--- config.mk ---
export PLATFORM = sky130hd
export DESIGN_NAME = writeback_queue_flat
export DESIGN_NICKNAME = d
export VERILOG_FILES = /design/src/rtl/writeback_queue_if.sv /design/src/rtl/writeback_queue.sv /design/src/flat_wrapper.sv
export SDC_FILE = /design/constraint.sdc
export NUM_CORES = 1
export LEC_CHECK = 0
export ABC_CLOCK_PERIOD_IN_PS = 4100
export BUFFER_PORTS_ARGS = -buffer_cell sky130_fd_sc_hd__buf_2
export CORE_ASPECT_RATIO = 1.75
export CORE_MARGIN = 2
export CORE_UTILIZATION = 64
export CTS_BUF_LIST = sky130_fd_sc_hd__clkbuf_4 sky130_fd_sc_hd__clkbuf_8
export DETAILED_ROUTE_END_ITERATION = 8
export PLACE_DENSITY_LB_ADDON = 0.08
export SLEW_MARGIN = 10
export SYNTH_ARGS = -nofsm -noshare
export SYNTH_HDL_FRONTEND = slang
export SYNTH_SLANG_ARGS = --single-unit
--- constraint.sdc ---
create_clock -name clk -period 4.1 [get_ports clk]
set_input_delay 0.82 -clock clk [delete_from_list [all_inputs] [get_ports clk]]
set_output_delay 0.82 -clock clk [all_outputs]
set_load 0.01 [all_outputs]
--- src/rtl/writeback_queue_if.sv ---
// Writeback queue port bundle: producer handshakes, hazard query, regfile write.
// WBQ_FORWARD_EN adds the forwarding data outputs.
interface writeback_queue_if #(
    parameter int DEPTH = 4,
    parameter int XLEN  = 32,
    parameter int AW    = 5
) ();
    localparam int CW = $clog2(DEPTH) + 1;

    logic            alu_valid;
    logic [AW-1:0]   alu_rd;
    logic [XLEN-1:0] alu_data;
    logic            alu_ready;
    logic            ld_valid;
    logic [AW-1:0]   ld_rd;
    logic [XLEN-1:0] ld_data;
    logic            ld_ready;
    logic            wb_hold;
    logic [AW-1:0]   q1;
    logic [AW-1:0]   q2;
    logic            pend1;
    logic            pend2;
    logic            we3;
    logic [AW-1:0]   a3;
    logic [XLEN-1:0] wd3;
    logic [CW-1:0]   wb_count;
`ifdef WBQ_FORWARD_EN
    logic [XLEN-1:0] fwd1_data;
    logic [XLEN-1:0] fwd2_data;
`endif

    modport master (
        output alu_valid, alu_rd, alu_data,
        input  alu_ready,
        output ld_valid, ld_rd, ld_data,
        input  ld_ready,
        output wb_hold, q1, q2,
        input  pend1, pend2,
`ifdef WBQ_FORWARD_EN
        input  fwd1_data, fwd2_data,
`endif
        input  we3, a3, wd3, wb_count
    );

    modport slave (
        input  alu_valid, alu_rd, alu_data,
        output alu_ready,
        input  ld_valid, ld_rd, ld_data,
        output ld_ready,
        input  wb_hold, q1, q2,
        output pend1, pend2,
`ifdef WBQ_FORWARD_EN
        output fwd1_data, fwd2_data,
`endif
        output we3, a3, wd3, wb_count
    );
endinterface

--- src/rtl/writeback_queue.sv ---
// In-order writeback FIFO feeding the regfile write port, with hazard lookup.
// Optional WBQ_FORWARD_EN: youngest-match data forwarding on fwd1/fwd2.
module writeback_queue #(
    parameter int DEPTH = 4,
    parameter int XLEN  = 32,
    parameter int AW    = 5
) (
    input logic              clk,
    input logic              rst,
    writeback_queue_if.slave bus
);
    localparam int PW = $clog2(DEPTH);
    localparam int CW = PW + 1;

    logic [AW-1:0]   rd_q   [DEPTH];
    logic [AW-1:0]   rd_d   [DEPTH];
    logic [XLEN-1:0] data_q [DEPTH];
    logic [XLEN-1:0] data_d [DEPTH];
    logic [PW-1:0]   wp_q, wp_d;
    logic [PW-1:0]   rp_q, rp_d;
    logic [CW-1:0]   cnt_q, cnt_d;
    logic            we3_q, we3_d;
    logic [AW-1:0]   a3_q, a3_d;
    logic [XLEN-1:0] wd3_q, wd3_d;

    logic            full;
    logic            empty;
    logic            acc;
    logic            push;
    logic            pop;
    logic [AW-1:0]   in_rd;
    logic [XLEN-1:0] in_data;
    logic [DEPTH-1:0] live;
    logic [DEPTH-1:0] m1;
    logic [DEPTH-1:0] m2;

    always_comb begin
        full    = (cnt_q == CW'(DEPTH));
        empty   = (cnt_q == '0);
        in_rd   = bus.ld_valid ? bus.ld_rd : bus.alu_rd;
        in_data = bus.ld_valid ? bus.ld_data : bus.alu_data;
        acc     = (bus.ld_valid | bus.alu_valid) & !full;
        // x0 results finish the handshake but never occupy a slot
        push    = acc & (in_rd != '0);
        pop     = !bus.wb_hold & !empty;
    end

    assign bus.ld_ready  = !full;
    assign bus.alu_ready = !full & !bus.ld_valid;

    always_comb begin
        rd_d   = rd_q;
        data_d = data_q;
        wp_d   = wp_q;
        rp_d   = rp_q;
        we3_d  = 1'b0;
        a3_d   = a3_q;
        wd3_d  = wd3_q;
        if (push) begin
            rd_d[wp_q]   = in_rd;
            data_d[wp_q] = in_data;
            wp_d         = wp_q + PW'(1);
        end
        if (pop) begin
            we3_d = 1'b1;
            a3_d  = rd_q[rp_q];
            wd3_d = data_q[rp_q];
            rp_d  = rp_q + PW'(1);
        end
        cnt_d = cnt_q + CW'(push) - CW'(pop);
    end

    always_ff @(posedge clk or negedge rst) begin
        if (!rst) begin
            for (int i = 0; i < DEPTH; i++) begin
                rd_q[i]   <= '0;
                data_q[i] <= '0;
            end
            wp_q  <= '0;
            rp_q  <= '0;
            cnt_q <= '0;
            we3_q <= 1'b0;
            a3_q  <= '0;
            wd3_q <= '0;
        end else begin
            rd_q   <= rd_d;
            data_q <= data_d;
            wp_q   <= wp_d;
            rp_q   <= rp_d;
            cnt_q  <= cnt_d;
            we3_q  <= we3_d;
            a3_q   <= a3_d;
            wd3_q  <= wd3_d;
        end
    end

    // slot i is live when its distance from the read pointer is below count
    always_comb begin
        live = '0;
        m1   = '0;
        m2   = '0;
        for (int i = 0; i < DEPTH; i++) begin
            live[i] = CW'(PW'(PW'(i) - rp_q)) < cnt_q;
            m1[i]   = live[i] & (rd_q[i] == bus.q1);
            m2[i]   = live[i] & (rd_q[i] == bus.q2);
        end
        bus.pend1 = (bus.q1 != '0) &
                    ((|m1) | (we3_q & (a3_q == bus.q1)));
        bus.pend2 = (bus.q2 != '0) &
                    ((|m2) | (we3_q & (a3_q == bus.q2)));
    end

    assign bus.we3      = we3_q;
    assign bus.a3       = a3_q;
    assign bus.wd3      = wd3_q;
    assign bus.wb_count = cnt_q;

`ifdef WBQ_FORWARD_EN
    logic [XLEN-1:0] f1;
    logic [XLEN-1:0] f2;
    logic [PW-1:0]   idx;

    // walk oldest to newest so the youngest match wins
    always_comb begin
        f1  = (we3_q && a3_q == bus.q1) ? wd3_q : '0;
        f2  = (we3_q && a3_q == bus.q2) ? wd3_q : '0;
        idx = rp_q;
        for (int k = 0; k < DEPTH; k++) begin
            idx = rp_q + PW'(k);
            if (CW'(k) < cnt_q && rd_q[idx] == bus.q1)
                f1 = data_q[idx];
            if (CW'(k) < cnt_q && rd_q[idx] == bus.q2)
                f2 = data_q[idx];
        end
        bus.fwd1_data = (bus.q1 != '0) ? f1 : '0;
        bus.fwd2_data = (bus.q2 != '0) ? f2 : '0;
    end
`endif
endmodule

--- src/flat_wrapper.sv ---
// flat-port wrapper written by rule: the top's interface ports become plain ports
module writeback_queue_flat 
#(
    parameter int DEPTH = 4,
    parameter int XLEN  = 32,
    parameter int AW    = 5
)
  (clk, rst, bus_alu_valid, bus_alu_rd, bus_alu_data, bus_alu_ready, bus_ld_valid, bus_ld_rd, bus_ld_data, bus_ld_ready, bus_wb_hold, bus_q1, bus_q2, bus_pend1, bus_pend2, bus_we3, bus_a3, bus_wd3, bus_wb_count);
  writeback_queue_if #(.DEPTH(DEPTH), .XLEN(XLEN), .AW(AW)) bus_i ();
  input logic clk;
  input logic rst;
  input wire logic [$bits(bus_i.alu_valid)-1:0] bus_alu_valid;
  input wire logic [$bits(bus_i.alu_rd)-1:0] bus_alu_rd;
  input wire logic [$bits(bus_i.alu_data)-1:0] bus_alu_data;
  output wire logic [$bits(bus_i.alu_ready)-1:0] bus_alu_ready;
  input wire logic [$bits(bus_i.ld_valid)-1:0] bus_ld_valid;
  input wire logic [$bits(bus_i.ld_rd)-1:0] bus_ld_rd;
  input wire logic [$bits(bus_i.ld_data)-1:0] bus_ld_data;
  output wire logic [$bits(bus_i.ld_ready)-1:0] bus_ld_ready;
  input wire logic [$bits(bus_i.wb_hold)-1:0] bus_wb_hold;
  input wire logic [$bits(bus_i.q1)-1:0] bus_q1;
  input wire logic [$bits(bus_i.q2)-1:0] bus_q2;
  output wire logic [$bits(bus_i.pend1)-1:0] bus_pend1;
  output wire logic [$bits(bus_i.pend2)-1:0] bus_pend2;
  output wire logic [$bits(bus_i.we3)-1:0] bus_we3;
  output wire logic [$bits(bus_i.a3)-1:0] bus_a3;
  output wire logic [$bits(bus_i.wd3)-1:0] bus_wd3;
  output wire logic [$bits(bus_i.wb_count)-1:0] bus_wb_count;
  assign bus_i.alu_valid = bus_alu_valid;
  assign bus_i.alu_rd = bus_alu_rd;
  assign bus_i.alu_data = bus_alu_data;
  assign bus_alu_ready = bus_i.alu_ready;
  assign bus_i.ld_valid = bus_ld_valid;
  assign bus_i.ld_rd = bus_ld_rd;
  assign bus_i.ld_data = bus_ld_data;
  assign bus_ld_ready = bus_i.ld_ready;
  assign bus_i.wb_hold = bus_wb_hold;
  assign bus_i.q1 = bus_q1;
  assign bus_i.q2 = bus_q2;
  assign bus_pend1 = bus_i.pend1;
  assign bus_pend2 = bus_i.pend2;
  assign bus_we3 = bus_i.we3;
  assign bus_a3 = bus_i.a3;
  assign bus_wd3 = bus_i.wd3;
  assign bus_wb_count = bus_i.wb_count;
  writeback_queue #(.DEPTH(DEPTH), .XLEN(XLEN), .AW(AW)) u_core (.clk(clk), .rst(rst), .bus(bus_i));
endmodule
==> impl_metrics.json <==
{
  "grt_pass1_wl_um": 32500,
  "slowest_stage": "dfrtp_1",
  "ios": 134,
  "cts_tree": "done",
  "hold_viol": 0,
  "grt.total_usage_pct": 27.4,
  "setup_viol": 0,
  "dr.pass1.iters": 6,
  "fin_crit_sh_pct": 79.4,
  "cp_num_buf_inv": 2,
  "drive_above_1_share_pct": 28.9,
  "p_switching_uw": 3080,
  "synth-xor-area-share_pct": 5.33,
  "syn_area_sq_um": 9200,
  "grt_pass1_vias": 6518,
  "vias": 6385,
  "route.detailed.drc": 0,
  "cts.sinks": 193,
  "hp-class": "in -> async",
  "cts_resized": 0,
  "final_nets": 994,
  "syn-mean-instance-area_sq_um": 11.6,
  "wl_um": 20000,
  "p_leak_uw": 0.00487,
  "wl_per_cell_um": 18.4,
  "fp.dieH_um": 163,
  "fin_skew_ns": 0.0150,
  "start_util_pct": 64.6,
  "synth_top_family_by_area": "multiplexers",
  "dieWidth_um": 94.6,
  "crit_family": "compound AO/OA/AOI/OAI gates",
  "synthMuxAreaShare_pct": 17.9,
  "slew_viol_final": 0,
  "syn_inst": 791,
  "synth_edf_count": 0,
  "synth_ff_type": "dfrtp_1",
  "grt_max_degree": 130,
  "dp_hpwl_um": 13300,
  "ys_ff_latch": 193,
  "final_util_pct": 71.7,
  "synth-simple-area-share_pct": 8.01,
  "rsz0062_at_grt": "no",
  "status": "complete, no violations",
  "coreArea_sq_um": 14200,
  "synth_nets": 891,
  "crit_fanout": 6,
  "power_frac_clock_pct": 14.4,
  "synthToLayoutAreaGrowth_pct": 10.9,
  "rows": 58,
  "p_comb_share_pct": 42.5,
  "diodes": 0,
  "clk_pin_slew_ns": 0.10,
  "start_kind": "flop",
  "die-area_sq_um": 15400,
  "max_stage_delay_ns": 0.43,
  "antenna_found_initial": 0,
  "pre_cts_ws_ns": 1.08,
  "relSlewSlack_pct": 32.0,
  "holdWs_ns": 0.466,
  "synth_compound_gate_area_share_pct": 9.88,
  "yosysTopAreaCell": "dfrtp_1",
  "p_seq_share_pct": 43.1,
  "fmax_mhz": 307,
  "synth_top_area_share_pct": 52.5,
  "yosysSeqAreaShare_pct": 52.5,
  "via_per_inst": 5.88,
  "worstSetupStartpoint": "u_core.bus.wb_count[1]$_DFF_PN0_",
  "path_cells": "inv_1 -> ha_1 -> a21boi_0 -> o21bai_1 -> nand3_1 -> nor4_1 -> o22a_1 -> buf_2",
  "first_iter_violations": 345,
  "ant_nets": 0,
  "min_period_ns": 3.26,
  "cp_data_arrival_time_ns": 2.44,
  "synth.area.top_cells": "dfrtp_1, mux4_2, nand2_1",
  "critPathKind": "reg -> out",
  "cts_buffer_depth": 2,
  "cts_made_buffers": 17,
  "cap_violations": 0,
  "synthAdderAreaFrac_pct": 1.58,
  "synth_cell_types": 35,
  "root_buffer": "clkbuf_8",
  "worst_slew_pin_slew_ns": 1.02,
  "internal-power_uw": 4890,
  "grt_overflow": 0,
  "required_ns": 3.28,
  "sw_frac_of_total_pct": 38.7,
  "insertion_delay_ns": 0.45,
  "pwr_density_cell_nw_per_um2": 782,
  "reg2reg_from": "u_core.bus.wb_count[2]$_DFF_PN0_",
  "fillers": 1096,
  "gp_congestion": 0.950,
  "async_flop_share_pct": 100,
  "ys.warnings.count": 0,
  "cts_hold_buffers": 0,
  "cts_setup_buffers": 0,
  "setup_tns_ns": 0,
  "setup_ws_ns": 0.843,
  "io_buffers": 133,
  "htree_num_levels": 4,
  "end_kind": "output port",
  "irDropWorstVdd_v": 0.000464
}
-- area by class of cell --
type	count	area (sq um)	area share, %
Clock buffer	18	241	2.37
Tap cell	180	225	2.21
Timing Repair Buffer	145	777	7.62
Inverter	9	33.8	0.331
Multi-Input combinational cell	528	3970	38.9
Sequential cell	193	4830	47.4
Clock inverter	13	119	1.17
-- final timing paths --
| kind | end | slack, ns | depth (start not counted) |
|---|---|---|---|
| setup / recovery | bus_pend1 | 0.84 | 8 |
| hold / removal | u_core.rd_q[3]$_DFFE_PN0P_ | 0.47 | 1 |
| setup reg to reg | u_core.bus.wb_count[2]$_DFF_PN0_ | 1.62 | 8 |
| hold reg to reg | u_core.data_q[46]$_DFFE_PN0P_ | 0.48 | 2 |
| max in group asynchronous | u_core.data_q[37]$_DFFE_PN0P_ | 2.63 | 2 |
| min in group clk | u_core.data_q[46]$_DFFE_PN0P_ | 0.48 | 2 |
-- routing by layer --
metal | global-route usage, % | routed length (um) | vias up
li1 | - | - | 2962
met1 | 34.4 | 7780 | 3192
met2 | 46.8 | 10700 | 192
met3 | 4.95 | 883 | 39
met4 | 11.1 | 556 | 0
met5 | 0 | 0 | -
-- stage by stage --
step           cell area (sq um)  instances  power (uW)
2_1_floorplan               9200        791        5970
3_3_place_gp                9830       1055        6660
3_5_place_dp                9830       1055        6900
4_1_cts                    10200       1086        8040
5_1_grt                    10200       1086        8570
6_report                   10200       1086        7970
-- synth_stat cells (2+ instances only) --
library cell / number
o211ai_1: 4
buf_6: 16
mux2i_1: 37
nand2_1: 149
nor3_1: 8
or4_1: 2
buf_1: 5
nor2_1: 6
o21ai_0: 68
clkbuf_2: 2
inv_1: 9
xnor2_1: 14
ha_1: 10
o21ai_1: 81
mux4_2: 37
nand4_1: 4
nor4_1: 5
o21bai_1: 2
xor2_1: 42
o22a_1: 2
nand3_1: 4
mux2_2: 39
o211ai_2: 4
buf_4: 11
clkbuf_1: 15
a21oi_1: 3
buf_2: 12
dfrtp_1: 193
-- kinds of logic (layout without fill, tap and decap cells) --
kind of cell / after synthesis / in the layout
adder cells (fa/ha/maj): 11 / 11
AND/OR/NAND/NOR: 181 / 181
XOR/XNOR: 56 / 56
multiplexers: 113 / 113
buffers and inverters: 70 / 185
flip-flops: 193 / 193
AO/OA/AOI/OAI: 167 / 167
-- sequential cells by signal, indices dropped and copies added, names as in the netlist --
register,cells
u_core.data_q,128
u_core.rd_q,20
u_core.wp_q,2
u_core.rp_q,2
u_core.bus.we3,1
u_core.bus.wb_count,3
u_core.bus.a3,5
u_core.bus.wd3,32
-- power groups by stage --
stage                     clock network [uW]  registers, uW  logic, uW
after global routing                    1260           3550       3770
final                                   1150           3440       3390
after detailed placement                   0           3480       3420
after CTS                               1170           3430       3430
after global placement                     0           3380       3280
after floorplan                            0           3360       2610
-- cells in the final DEF (no fill, tap or decap), drive strengths merged --
cell type and n:
xor2 42, fa 1, clkbuf 19, nand2 149, nand4 4, ha 10
dfrtp 193, o22a 2, a21oi 3, clkinvlp 1, buf 144, nand2b 1
nor3 8, xnor2 14, mux4 37, mux2i 37, nor2b 1, o211ai 8
o21a 1, a21boi 1, o21bai 2, nor4 5, o21ai 149, inv 17
or3b 1, mux2 39, nor2 6, or4 2, clkinv 4, nand3 4
a22oi 1
Note: power is estimated with default switching activity, not from simulation.
